## src/rtl/apb_cmd_master.sv

```systemverilog
// apb_cmd_master: buffers read/write commands in a small FIFO and issues each as a two-phase APB transfer.
// Ports:
//   pclk, preset                  clock, asynchronous active-high reset
//   cmd_valid / cmd_ready         command handshake; cmd_write, cmd_addr, cmd_wdata carry the command
//   rsp_valid                     one-cycle response pulse carrying rsp_rdata and rsp_err
//   busy                          commands queued or a transfer in progress
//   psel, penable, paddr,
//   pwdata, pwrite                APB requester outputs
//   pready, pslverr, prdata       APB completer inputs
// Optional feature: define APB_CMD_MASTER_TIMEOUT_EN to abort an ACCESS phase after
// TIMEOUT_CYCLES cycles without pready (response then reports rsp_err=1, rsp_rdata=0).
`timescale 1ns/1ps
module apb_cmd_master #(
    parameter int FIFO_DEPTH     = 4,
    parameter int TIMEOUT_CYCLES = 16
) (
    input  logic        pclk,
    input  logic        preset,
    input  logic        cmd_valid,
    output logic        cmd_ready,
    input  logic        cmd_write,
    input  logic [31:0] cmd_addr,
    input  logic [31:0] cmd_wdata,
    output logic        rsp_valid,
    output logic [31:0] rsp_rdata,
    output logic        rsp_err,
    output logic        busy,
    output logic [31:0] paddr,
    output logic [31:0] pwdata,
    output logic        pwrite,
    output logic        psel,
    output logic        penable,
    input  logic        pready,
    input  logic        pslverr,
    input  logic [31:0] prdata
);
    localparam int AW = $clog2(FIFO_DEPTH);
    localparam int CW = AW + 1;

    typedef enum logic [1:0] {IDLE, SETUP, ACCESS} state_t;

    state_t        state_q, state_d;
    logic [64:0]   fifo_mem [FIFO_DEPTH];
    logic [64:0]   head;
    logic [AW-1:0] wr_ptr_q, wr_ptr_d, rd_ptr_q, rd_ptr_d;
    logic [CW-1:0] count_q, count_d;
    logic          psel_q, psel_d, penable_q, penable_d, pwrite_q, pwrite_d;
    logic [31:0]   paddr_q, paddr_d, pwdata_q, pwdata_d;
    logic          rsp_valid_q, rsp_valid_d, rsp_err_q, rsp_err_d;
    logic [31:0]   rsp_rdata_q, rsp_rdata_d;
    logic          empty, push, pop, abort, done;

    if (FIFO_DEPTH < 2 || (FIFO_DEPTH & (FIFO_DEPTH - 1)) != 0 || TIMEOUT_CYCLES < 1) begin : g_param_check
        $error("apb_cmd_master: FIFO_DEPTH must be a power of two >= 2 and TIMEOUT_CYCLES >= 1");
    end

    assign empty     = count_q == '0;
    assign cmd_ready = count_q != CW'(FIFO_DEPTH);
    assign push      = cmd_valid && cmd_ready;
    assign head      = fifo_mem[rd_ptr_q];
    assign done      = state_q == ACCESS && (pready || abort);
    assign busy      = !empty || state_q != IDLE;

    assign psel      = psel_q;
    assign penable   = penable_q;
    assign pwrite    = pwrite_q;
    assign paddr     = paddr_q;
    assign pwdata    = pwdata_q;
    assign rsp_valid = rsp_valid_q;
    assign rsp_rdata = rsp_rdata_q;
    assign rsp_err   = rsp_err_q;

`ifdef APB_CMD_MASTER_TIMEOUT_EN
    localparam int TW = $clog2(TIMEOUT_CYCLES) + 1;
    logic [TW-1:0] tmo_q, tmo_d;
    // Abort on the edge where the count of stalled ACCESS cycles reaches TIMEOUT_CYCLES.
    assign abort = state_q == ACCESS && !pready && tmo_q == TW'(TIMEOUT_CYCLES - 1);
    assign tmo_d = state_q != ACCESS ? '0 : tmo_q + TW'(!pready);
`else
    assign abort = 1'b0;
`endif

    always_comb begin
        state_d     = state_q;
        psel_d      = psel_q;
        penable_d   = penable_q;
        pwrite_d    = pwrite_q;
        paddr_d     = paddr_q;
        pwdata_d    = pwdata_q;
        rsp_valid_d = 1'b0;
        rsp_rdata_d = rsp_rdata_q;
        rsp_err_d   = rsp_err_q;
        pop         = 1'b0;
        if (state_q == SETUP) begin
            state_d   = ACCESS;
            penable_d = 1'b1;
        end else if (state_q == IDLE || done) begin
            // Completion and the next issue share one edge so back-to-back transfers have no idle gap.
            pop       = !empty;
            state_d   = empty ? IDLE : SETUP;
            psel_d    = !empty;
            penable_d = 1'b0;
            if (!empty) begin
                {pwrite_d, paddr_d, pwdata_d} = head;
            end
        end
        if (done) begin
            rsp_valid_d = 1'b1;
            rsp_rdata_d = (pready && !pwrite_q) ? prdata : '0;
            rsp_err_d   = pready ? pslverr : 1'b1;
        end
        wr_ptr_d = wr_ptr_q + AW'(push);
        rd_ptr_d = rd_ptr_q + AW'(pop);
        count_d  = count_q + CW'(push) - CW'(pop);
    end

    // Payload storage needs no reset; occupancy is tracked by count_q.
    always_ff @(posedge pclk) begin
        if (push) begin
            fifo_mem[wr_ptr_q] <= {cmd_write, cmd_addr, cmd_wdata};
        end
    end

    always_ff @(posedge pclk or posedge preset) begin
        if (preset) begin
            state_q     <= IDLE;
            wr_ptr_q    <= '0;
            rd_ptr_q    <= '0;
            count_q     <= '0;
            psel_q      <= 1'b0;
            penable_q   <= 1'b0;
            pwrite_q    <= 1'b0;
            paddr_q     <= '0;
            pwdata_q    <= '0;
            rsp_valid_q <= 1'b0;
            rsp_rdata_q <= '0;
            rsp_err_q   <= 1'b0;
`ifdef APB_CMD_MASTER_TIMEOUT_EN
            tmo_q       <= '0;
`endif
        end else begin
            state_q     <= state_d;
            wr_ptr_q    <= wr_ptr_d;
            rd_ptr_q    <= rd_ptr_d;
            count_q     <= count_d;
            psel_q      <= psel_d;
            penable_q   <= penable_d;
            pwrite_q    <= pwrite_d;
            paddr_q     <= paddr_d;
            pwdata_q    <= pwdata_d;
            rsp_valid_q <= rsp_valid_d;
            rsp_rdata_q <= rsp_rdata_d;
            rsp_err_q   <= rsp_err_d;
`ifdef APB_CMD_MASTER_TIMEOUT_EN
            tmo_q       <= tmo_d;
`endif
        end
    end
endmodule

```

## config.mk

```make
export PLATFORM = sky130hd
export DESIGN_NAME = apb_cmd_master
export DESIGN_NICKNAME = d
export VERILOG_FILES = /design/src/rtl/apb_cmd_master.sv
export SDC_FILE = /design/constraint.sdc
export NUM_CORES = 1
export LEC_CHECK = 0
export ABC_AREA = 1
export ABC_CLOCK_PERIOD_IN_PS = 8100
export CAP_MARGIN = 20
export CORE_MARGIN = 1.5
export CORE_UTILIZATION = 35
export CTS_BUF_LIST = sky130_fd_sc_hd__clkbuf_16
export DETAILED_ROUTE_END_ITERATION = 12
export GPL_ROUTABILITY_DRIVEN = 0
export PLACE_DENSITY = 0.59
export REMOVE_ABC_BUFFERS = 1
export SLEW_MARGIN = 20
export SYNTH_ARGS = -nofsm -noshare
export SYNTH_HDL_FRONTEND = slang
export SYNTH_SLANG_ARGS = --single-unit
```

## constraint.sdc

```tcl
create_clock -name pclk -period 8.1 [get_ports pclk]
set_clock_uncertainty 0.15 [all_clocks]
set_input_delay 0.81 -clock pclk [delete_from_list [all_inputs] [get_ports pclk]]
set_output_delay 0.81 -clock pclk [all_outputs]
set_load 0.01 [all_outputs]
```

==> impl_metrics.json, run 1 <==
{
  "status": "completed",
  "synth_edf_count": 260,
  "antenna_left": 0,
  "synth_seq_area_share_pct": 69.44,
  "synth_top_family_by_area": "simple AND/OR/NAND/NOR gates",
  "final_util_pct": 44.12,
  "dieHeight_um": 211.2,
  "cellLeakagePower_nw": 8.737,
  "synth-async-reset-ratio_pct": 29.54,
  "synth_ff_type": "edfxtp_1",
  "drtIter0Drc": 666,
  "cts_tree": "built",
  "ys_seq_elements": 369,
  "hold_class": "register to register",
  "core_um2": 42890,
  "io_buffers": 204,
  "rsz0062_at_grt": "false",
  "crit_path_start_kind": "input port",
  "finalSetupViolations": 0,
  "grt_pass1_vias": 9979,
  "finalHoldViolations": 0,
  "fillers": 4045,
  "ys_types": 21,
  "path_max_fanout": 70,
  "fin_nets": 1793,
  "dpl.hpwl_mm": 20.15,
  "drc": 0,
  "postLayoutCellArea_um2": 18920,
  "end_kind": "register",
  "pin_count": 205,
  "root_buffer": "clkbuf_16",
  "placed_area_um2": 17720,
  "routed_via_density": 4.361,
  "ys_warn_count": 0,
  "synth_area_um2": 15170,
  "grt_start_max_net_pins": 110,
  "clkSinkCount": 369,
  "wl_mm": 34.94,
  "tns_ns": 0,
  "period_needed_ns": 2.801,
  "track_usage_pct": 16.00,
  "grt_pass1_wl_mm": 55.23,
  "tightest_slew_ns": 0.9597,
  "cp.required_ns": 8.42,
  "postCtsHoldBufs": 0,
  "cts_resized": 0,
  "clk_path_buf_depth": 3,
  "cts.clk_slew.worst_paths_ns": 0.06,
  "fmaxAchievable_mhz": 357.0,
  "critPathArrivalTime_ns": 3.12,
  "slew_viol_final": 0,
  "area_growth_pct": 24.71,
  "peakVddDrop_v": 0.0002245,
  "synthCells": 1494,
  "num_rows": 76,
  "cap_violations": 0,
  "total_power_mw": 6.912,
  "muxShareOfSynthArea_pct": 0,
  "cts_max_level": 2,
  "multi_input_area_um2": 3248,
  "firstDrtPassIters": 6,
  "initial_core_util_pct": 35.38,
  "syn-mean-instance-area_um2": 10.16,
  "dieArea_um2": 44610,
  "grt.overflow.total": 0,
  "seqCellArea_um2": 10540,
  "dr_total_vias": 10060,
  "fin_crit_sh_pct": 34.59,
  "antenna_found_initial": 3,
  "wl_per_cell_um": 15.15,
  "powerDensity_nw_per_um2": 365.3,
  "insertion_delay_ns": 0.54,
  "path_class": "input port to register",
  "cts_setup_buffers": 0,
  "synthAdderAreaFrac_pct": 0.2969,
  "drive_gt1_share_pct": 5.058,
  "synth-simple-area-share_pct": 20.72,
  "die_w_um": 211.2,
  "synth_compound_area_share_pct": 0.03299,
  "cts-buffers-inserted": 40,
  "yosys.area_share.xor_xnor_pct": 0.1732,
  "relSlewSlack_pct": 36.02
}
-- worst max-delay path: stages --
cell	delay, ns
clkdlybuf4s50_1	0.42
nand2_1	0.12
nand2_2	0.10
nand2_4	0.63
clkinv_2	0.13
nand2_1	0.11
nand2_1	0.06
ha_1	0.17
inv_1	0.07
fa_1	0.42
inv_1	0.06
-- power breakdown --
group	switching, mW	internal [mW]	leakage (nW)
sequential	0.277	2.59	3.75
combinational	1.46	0.931	4.35
clock	0.715	0.936	0.638
total	2.45	4.46	8.74
-- final timing paths --
kind,from,endpoint,slack [ns],depth (start not counted)
max reg2reg,rd_ptr_q[0],pwdata[8],5.46,7
min,paddr[4],paddr[4],0.33,2
min reg2reg,paddr[4],paddr[4],0.33,2
max in group asynchronous,preset,rd_ptr_q[1],6.49,2
min in group asynchronous,preset,rsp_rdata[9],0.72,2
max,pready,count_q[1],5.30,11
-- synth_stat cells (4+ instances only) --
library cell  count  area share, %
nand2_1         601             15
inv_1           271            6.7
edfxtp_1        260             51
nand3_1         163            5.4
dfrtp_1         109             18
buf_2            37            1.2
buf_4            13           0.64
clkbuf_1         11           0.27
buf_6             5           0.37
inv_2             5           0.12
nor3_1            4           0.13
-- through the flow --
step | worst slack (ns) | cells | hold WS (ns)
floorplan | 2.033 | 1428 | 0.3330
CTS | 5.255 | 2305 | 0.3316
global placement | 4.730 | 2231 | 0.3113
global route | 5.044 | 2305 | 0.3423
finish | 5.299 | 2306 | 0.3261
detailed placement | 4.711 | 2231 | 0.3154
-- layer usage --
metal,global-route usage (%),wire length [µm]
met5,0,22
met1,20.79,15510
met4,4.138,578
met3,3.747,2383
met2,26.88,16450
-- logic make-up after synthesis --
group | after synthesis
DFF | 369
xor gates and xnor gates | 3
buffers and inverters | 342
adders and majority gates | 3
AOI/OAI and AO/OA | 1
and+or+nand+nor | 776
-- cell usage in the layout, fill, tap and decap left out, drive strengths merged, types with 3 or more instances in the layout --
| cell | Yosys | routed |
|---|---|---|
| clkbuf | 11 | 42 |
| nand2 | 604 | 604 |
| dfrtp | 109 | 109 |
| buf | 55 | 14 |
| inv | 276 | 288 |
| edfxtp | 260 | 260 |
| nand3 | 163 | 163 |
| clkinv | 0 | 19 |
| nor2 | 3 | 3 |
| nor3 | 4 | 4 |
| clkdlybuf4s50 | 0 | 204 |
-- final cells by class --
| cell class | count | share of cell area (%) |
|---|---|---|
| multi-input combinational | 783 | 17.17 |
| inverter | 276 | 5.542 |
| timing repair buffer | 218 | 11.37 |
| antenna | 1 | 0.01323 |
| sequential | 369 | 55.72 |
| clock inverter | 32 | 0.7671 |
| clock buffer | 42 | 5.555 |
| tap | 585 | 3.869 |
-- flip-flops by register name (all words and copies together) (netlist names) --
register   flops
count_q        3
fifo_mem     260
paddr         32
psel           1
pwdata        32
pwrite         1
rd_ptr_q       2
rsp_err        1
rsp_rdata     32
rsp_valid      1
state_q        2
wr_ptr_q       2
No activity file was read; power rests on OpenSTA's default activity.
==> run 2, diff against run 1 <==
--- a/config.mk
+++ b/config.mk
@@ -6,14 +6,14 @@
 export NUM_CORES = 1
 export LEC_CHECK = 0
 export ABC_AREA = 1
-export ABC_CLOCK_PERIOD_IN_PS = 8100
+export ABC_CLOCK_PERIOD_IN_PS = 2480
 export CAP_MARGIN = 20
 export CORE_MARGIN = 1.5
 export CORE_UTILIZATION = 35
 export CTS_BUF_LIST = sky130_fd_sc_hd__clkbuf_16
 export DETAILED_ROUTE_END_ITERATION = 12
 export GPL_ROUTABILITY_DRIVEN = 0
-export PLACE_DENSITY = 0.59
+export PLACE_DENSITY = 0.61
 export REMOVE_ABC_BUFFERS = 1
 export SLEW_MARGIN = 20
 export SYNTH_ARGS = -nofsm -noshare
==> constraint.sdc (replaced) <==
create_clock -name pclk -period 2.48 [get_ports pclk]
set_clock_uncertainty 0.15 [all_clocks]
set_input_delay 0.248 -clock pclk [delete_from_list [all_inputs] [get_ports pclk]]
set_output_delay 0.248 -clock pclk [all_outputs]
set_load 0.01 [all_outputs]
==> run 2 against run 1 <==
Net effect: non-clock buffer count grew 11; register-to-register slack worse by 5.1 ns; routed wire length is 0.47% lower; setup slack worse by 5.0 ns; sequential share of layout area fell by 0.97 points; critical path depth down 8; die area stayed put; critical path type is now register to output port; clock power grew to 3.5 times the previous value.
==> impl_metrics.json, run 2 (same netlist as run 1, synthesis figures left out) <==
{
  "grt.overflow.total": 0,
  "largest_register_ffs": 260,
  "cts_tree": "built",
  "area_growth_pct": 26.92,
  "power_frac_seq_pct": 39.6,
  "grt_start_max_net_pins": 94,
  "slew_viol_final": 0,
  "postLayoutCellArea_um2": 19260,
  "tightest_slew_ns": 0.8501,
  "die_w_um": 211.2,
  "finalSetupViolations": 0,
  "cts-buffers-inserted": 41,
  "cap_violations": 0,
  "swShare_pct": 34.88,
  "dr_total_vias": 10190,
  "cellLeakagePower_nw": 8.875,
  "finalHoldViolations": 0,
  "initial_core_util_pct": 35.38,
  "final_cell_mix": "601 x nand2_1, 280 x inv_1, 260 x edfxtp_1",
  "timing.final.ws_setup_ns": 0.3001,
  "end_kind": "output port",
  "track_usage_pct": 15.90,
  "slowest_delay_ns": 0.52,
  "clk_path_buf_depth": 3,
  "cts_max_level": 2,
  "cts.clk_slew.worst_paths_ns": 0.06,
  "path_cells": "nor2_2, nand4_1, clkdlybuf4s50_1",
  "cts_resized": 0,
  "p_int_mw": 15.16,
  "path_max_fanout": 3,
  "pin_count": 205,
  "status": "completed",
  "pwr-share-clk_pct": 25.1,
  "path_class": "register to output port",
  "p_sw_mw": 8.122,
  "placed_area_um2": 17940,
  "period_needed_ns": 2.180,
  "drive_gt1_share_pct": 5.713,
  "antenna_left": 0,
  "dieArea_um2": 44610,
  "insertion_delay_ns": 0.55,
  "grt_pass1_vias": 10020,
  "postCtsHoldBufs": 1,
  "fin_crit_sh_pct": 87.90,
  "powerDensity_nw_per_um2": 1209,
  "dp_worst_setup_slack_ns": 0.2379,
  "crit_path_start_kind": "register",
  "dieHeight_um": 211.2,
  "critPathTopFamily": "buffers and inverters",
  "fmaxAchievable_mhz": 458.7,
  "core_um2": 42890,
  "wl_per_cell_um": 15.00,
  "root_buffer": "clkbuf_16",
  "total_power_mw": 23.29,
  "wl_mm": 34.78,
  "fin_nets": 1805,
  "clkSinkCount": 369,
  "rsz0062_at_grt": "false",
  "mostFrequentLayoutCell": "nand2_1",
  "critPathArrivalTime_ns": 1.78,
  "tns_ns": 0,
  "routed_via_density": 4.394,
  "firstDrtPassIters": 5,
  "num_rows": 76,
  "worst-path-buf-inv": 1,
  "drc": 0,
  "drtIter0Drc": 635,
  "io_buffers": 204,
  "hold_class": "input port to register",
  "peakVddDrop_v": 0.0007980,
  "cts_setup_buffers": 0,
  "grt_pass1_wl_mm": 54.76,
  "top_register": "fifo_mem",
  "comb_power_share_pct": 35.3,
  "cp.required_ns": 2.08,
  "relSlewSlack_pct": 43.32,
  "dpl.hpwl_mm": 20.22,
  "antenna_found_initial": 3,
  "cp_slowest_cell": "clkdlybuf4s50_1"
}
## run 2: cell types whose count changed in the layout (fill, tap and decap cells not counted), sizes merged
cell | before | now
dlygate4sd3 | 0 | 1
inv | 288 | 289
buf | 14 | 24
clkinv | 19 | 17
bufinv | 0 | 4
clkbuf | 42 | 41
## run 2: worst paths after layout
| check | start | end | slack, ns | cells past startpoint |
|---|---|---|---|---|
| max | count_q[1] | busy | 0.30 | 3 |
| min | prdata[22] | rsp_rdata[22] | 0.13 | 3 |
| max reg2reg | count_q[1] | count_q[1] | 0.36 | 9 |
| min reg2reg | rsp_rdata[18] | rsp_rdata[18] | 0.33 | 2 |
| max in group asynchronous | preset | paddr[7] | 0.95 | 4 |
| min in group asynchronous | preset | pwdata[2] | 0.53 | 3 |
## run 2: layout make-up
class | count | area (µm²)
tap | 585 | 732.0
clock inverter | 35 | 281.5
clock buffer | 41 | 1026
antenna | 1 | 2.502
inverter | 276 | 1046
fill | 3908 | 23630
multi-input combinational | 783 | 3243
sequential | 369 | 10540
timing repair buffer | 229 | 2382
## run 2: through the flow
| stage | util, % | cells | hold slack [ns] |
|---|---|---|---|
| 5_1_grt | 44.89 | 2318 | 0.1082 |
| 6_report | 44.90 | 2319 | 0.1253 |
| 4_1_cts | 44.89 | 2318 | 0.09207 |
| 3_5_place_dp | 41.82 | 2241 | 0.3150 |
| 3_3_place_gp | 41.82 | 2241 | 0.3072 |
| 2_1_floorplan | - | 1428 | 0.1969 |
## run 2: power by group through the flow
stage | Combinational [mW] | Clock (mW) | Sequential [mW]
final | 8.21 | 5.85 | 9.22
after global routing | 9.28 | 6.27 | 9.41
after CTS | 8.42 | 6.03 | 9.25
after detailed placement | 8.37 | 0 | 9.35
after global placement | 8.22 | 0 | 9.33
after floorplan | 3.91 | 0 | 9.94
## run 2: worst min-delay path: cells and delay by family
kind                   cells  cell delay, ns
buffers and inverters      1            0.40
and+or+nand+nor            2            0.13
## run 2: per-layer routing
layer | track usage [%] | part of all wire, %
met5 | 0 | 0.066
met4 | 4.286 | 1.8
met3 | 3.539 | 5.8
met2 | 26.69 | 48
met1 | 20.75 | 44
==> run 3, diff against run 2 <==
--- a/config.mk
+++ b/config.mk
@@ -13,6 +13,7 @@
 export CTS_BUF_LIST = sky130_fd_sc_hd__clkbuf_16
 export DETAILED_ROUTE_END_ITERATION = 12
 export GPL_ROUTABILITY_DRIVEN = 0
+export MAX_ROUTING_LAYER = met4
 export PLACE_DENSITY = 0.61
 export REMOVE_ABC_BUFFERS = 1
 export SLEW_MARGIN = 20
==> run 3 against run 2 <==
Net effect: non-clock buffer count unchanged; combinational power about the same; sequential cell count is the same; final area barely moved; core utilization is essentially flat; largest cell class unchanged; cell count grew 0.13%; sequential share of layout area about the same.
==> impl_metrics.json, run 3 (same netlist as run 1, synthesis figures left out) <==
{
  "status": "completed",
  "r2r_start": "count_q[1]",
  "rsz0062_at_grt": "false",
  "grt_pass1_wl_mm": 54.77,
  "postLayoutCellArea_um2": 19260,
  "grt_pass1_vias": 10020,
  "cts_resized": 0,
  "dpl.hpwl_mm": 20.22,
  "largest_register_ffs": 260,
  "path_max_fanout": 3,
  "dp_worst_setup_slack_ns": 0.2379,
  "root_buffer": "clkbuf_16",
  "end_kind": "output port",
  "cts_setup_buffers": 0,
  "drc": 0,
  "insertion_delay_ns": 0.55,
  "routed_via_density": 4.389,
  "num_rows": 76,
  "pin_count": 205,
  "cts_max_level": 2,
  "timing.final.ws_setup_ns": 0.2987,
  "finalSetupViolations": 0,
  "finalHoldViolations": 0,
  "startpoint": "count_q[1]",
  "p_sw_mw": 8.139,
  "swShare_pct": 34.93,
  "fin_nets": 1805,
  "dr_total_vias": 10190,
  "grt.overflow.total": 0,
  "cp.required_ns": 2.08,
  "dieHeight_um": 211.2,
  "final_cell_mix": "601 x nand2_1, 280 x inv_1, 260 x edfxtp_1",
  "core_um2": 42890,
  "period_needed_ns": 2.181,
  "antenna_found_initial": 3,
  "hold_class": "input port to register",
  "power_frac_seq_pct": 39.6,
  "antenna_left": 0,
  "relSlewSlack_pct": 42.77,
  "grt_start_max_net_pins": 94,
  "wl_per_cell_um": 15.02,
  "placed_area_um2": 17940,
  "clkSinkCount": 369,
  "firstDrtPassIters": 5,
  "final_cells": 2322,
  "drive_gt1_share_pct": 5.713,
  "pwr-share-clk_pct": 25.1,
  "path_class": "register to output port",
  "p_int_mw": 15.16,
  "tns_ns": 0,
  "cap_violations": 0,
  "dieArea_um2": 44610,
  "critPathArrivalTime_ns": 1.78,
  "post-place-cells": 2241,
  "fmaxAchievable_mhz": 458.4,
  "wl_mm": 34.88,
  "cts_tree": "built",
  "cts-buffers-inserted": 41,
  "clk_path_buf_depth": 3,
  "postCtsHoldBufs": 1,
  "crit_path_start_kind": "register",
  "slew_viol_final": 0,
  "top_register": "fifo_mem",
  "initial_core_util_pct": 35.38,
  "hold_depth": 3,
  "final_util_pct": 44.92,
  "peakVddDrop_v": 0.0008021,
  "powerDensity_nw_per_um2": 1210,
  "reg2reg_depth": 9,
  "drtIter0Drc": 626,
  "mostFrequentLayoutCell": "nand2_1",
  "holdCritStartpoint": "prdata[25]",
  "cellLeakagePower_nw": 8.875,
  "track_usage_pct": 16.38,
  "cts.clk_slew.worst_paths_ns": 0.06,
  "fin_crit_sh_pct": 87.96,
  "area_growth_pct": 26.97,
  "comb_power_share_pct": 35.3,
  "io_buffers": 204,
  "die_w_um": 211.2,
  "tightest_slew_ns": 0.8585
}
run 3: path summary, 6_finish.rpt:
path	endpoint	slack [ns]
worst max-delay path	busy	0.30
worst min-delay path	rsp_rdata[25]	0.12
worst max register to register	count_q[1]	0.36
worst min register to register	pwdata[28]	0.33
max in group asynchronous	paddr[7]	0.95
min in group asynchronous	pwdata[2]	0.53
run 3: worst max-delay path, cell delays in order (launching register included):
cell	delay [ns]
dfrtp_1	0.42
nor2_2	0.19
nand4_1	0.12
clkdlybuf4s50_1	0.52
run 3: stage by stage:
stage          power (mW)  hold WS, ns
6_report            23.30       0.1245
4_1_cts             23.70      0.09207
3_5_place_dp        17.72       0.3150
5_1_grt             24.96       0.1082
2_1_floorplan       13.85       0.1969
3_3_place_gp        17.54       0.3072
run 3: cell type report:
cell class | instances | area [µm²]
fill | 3908 | 23620
tap | 585 | 732.0
clock buffer | 41 | 1026
inverter | 276 | 1046
timing repair buffer | 229 | 2382
antenna | 4 | 10.01
multi-input combinational | 783 | 3243
clock inverter | 35 | 281.5
sequential | 369 | 10540
run 3: power groups by stage:
stage / combinational (mW) / sequential [mW] / clock, mW
floorplan: 3.91 / 9.94 / 0
global placement: 8.22 / 9.33 / 0
detailed placement: 8.37 / 9.35 / 0
CTS: 8.42 / 9.25 / 6.03
global route: 9.28 / 9.41 / 6.27
finish: 8.22 / 9.22 / 5.86
run 3: layer usage:
layer  vias up  track usage (%)  routed length, µm
li1       5064                -                  -
met1      4816            20.84              15610
met2       253            26.69              16770
met3        58            3.405               1876
met4         0            4.286                624
met5         -                -                  0
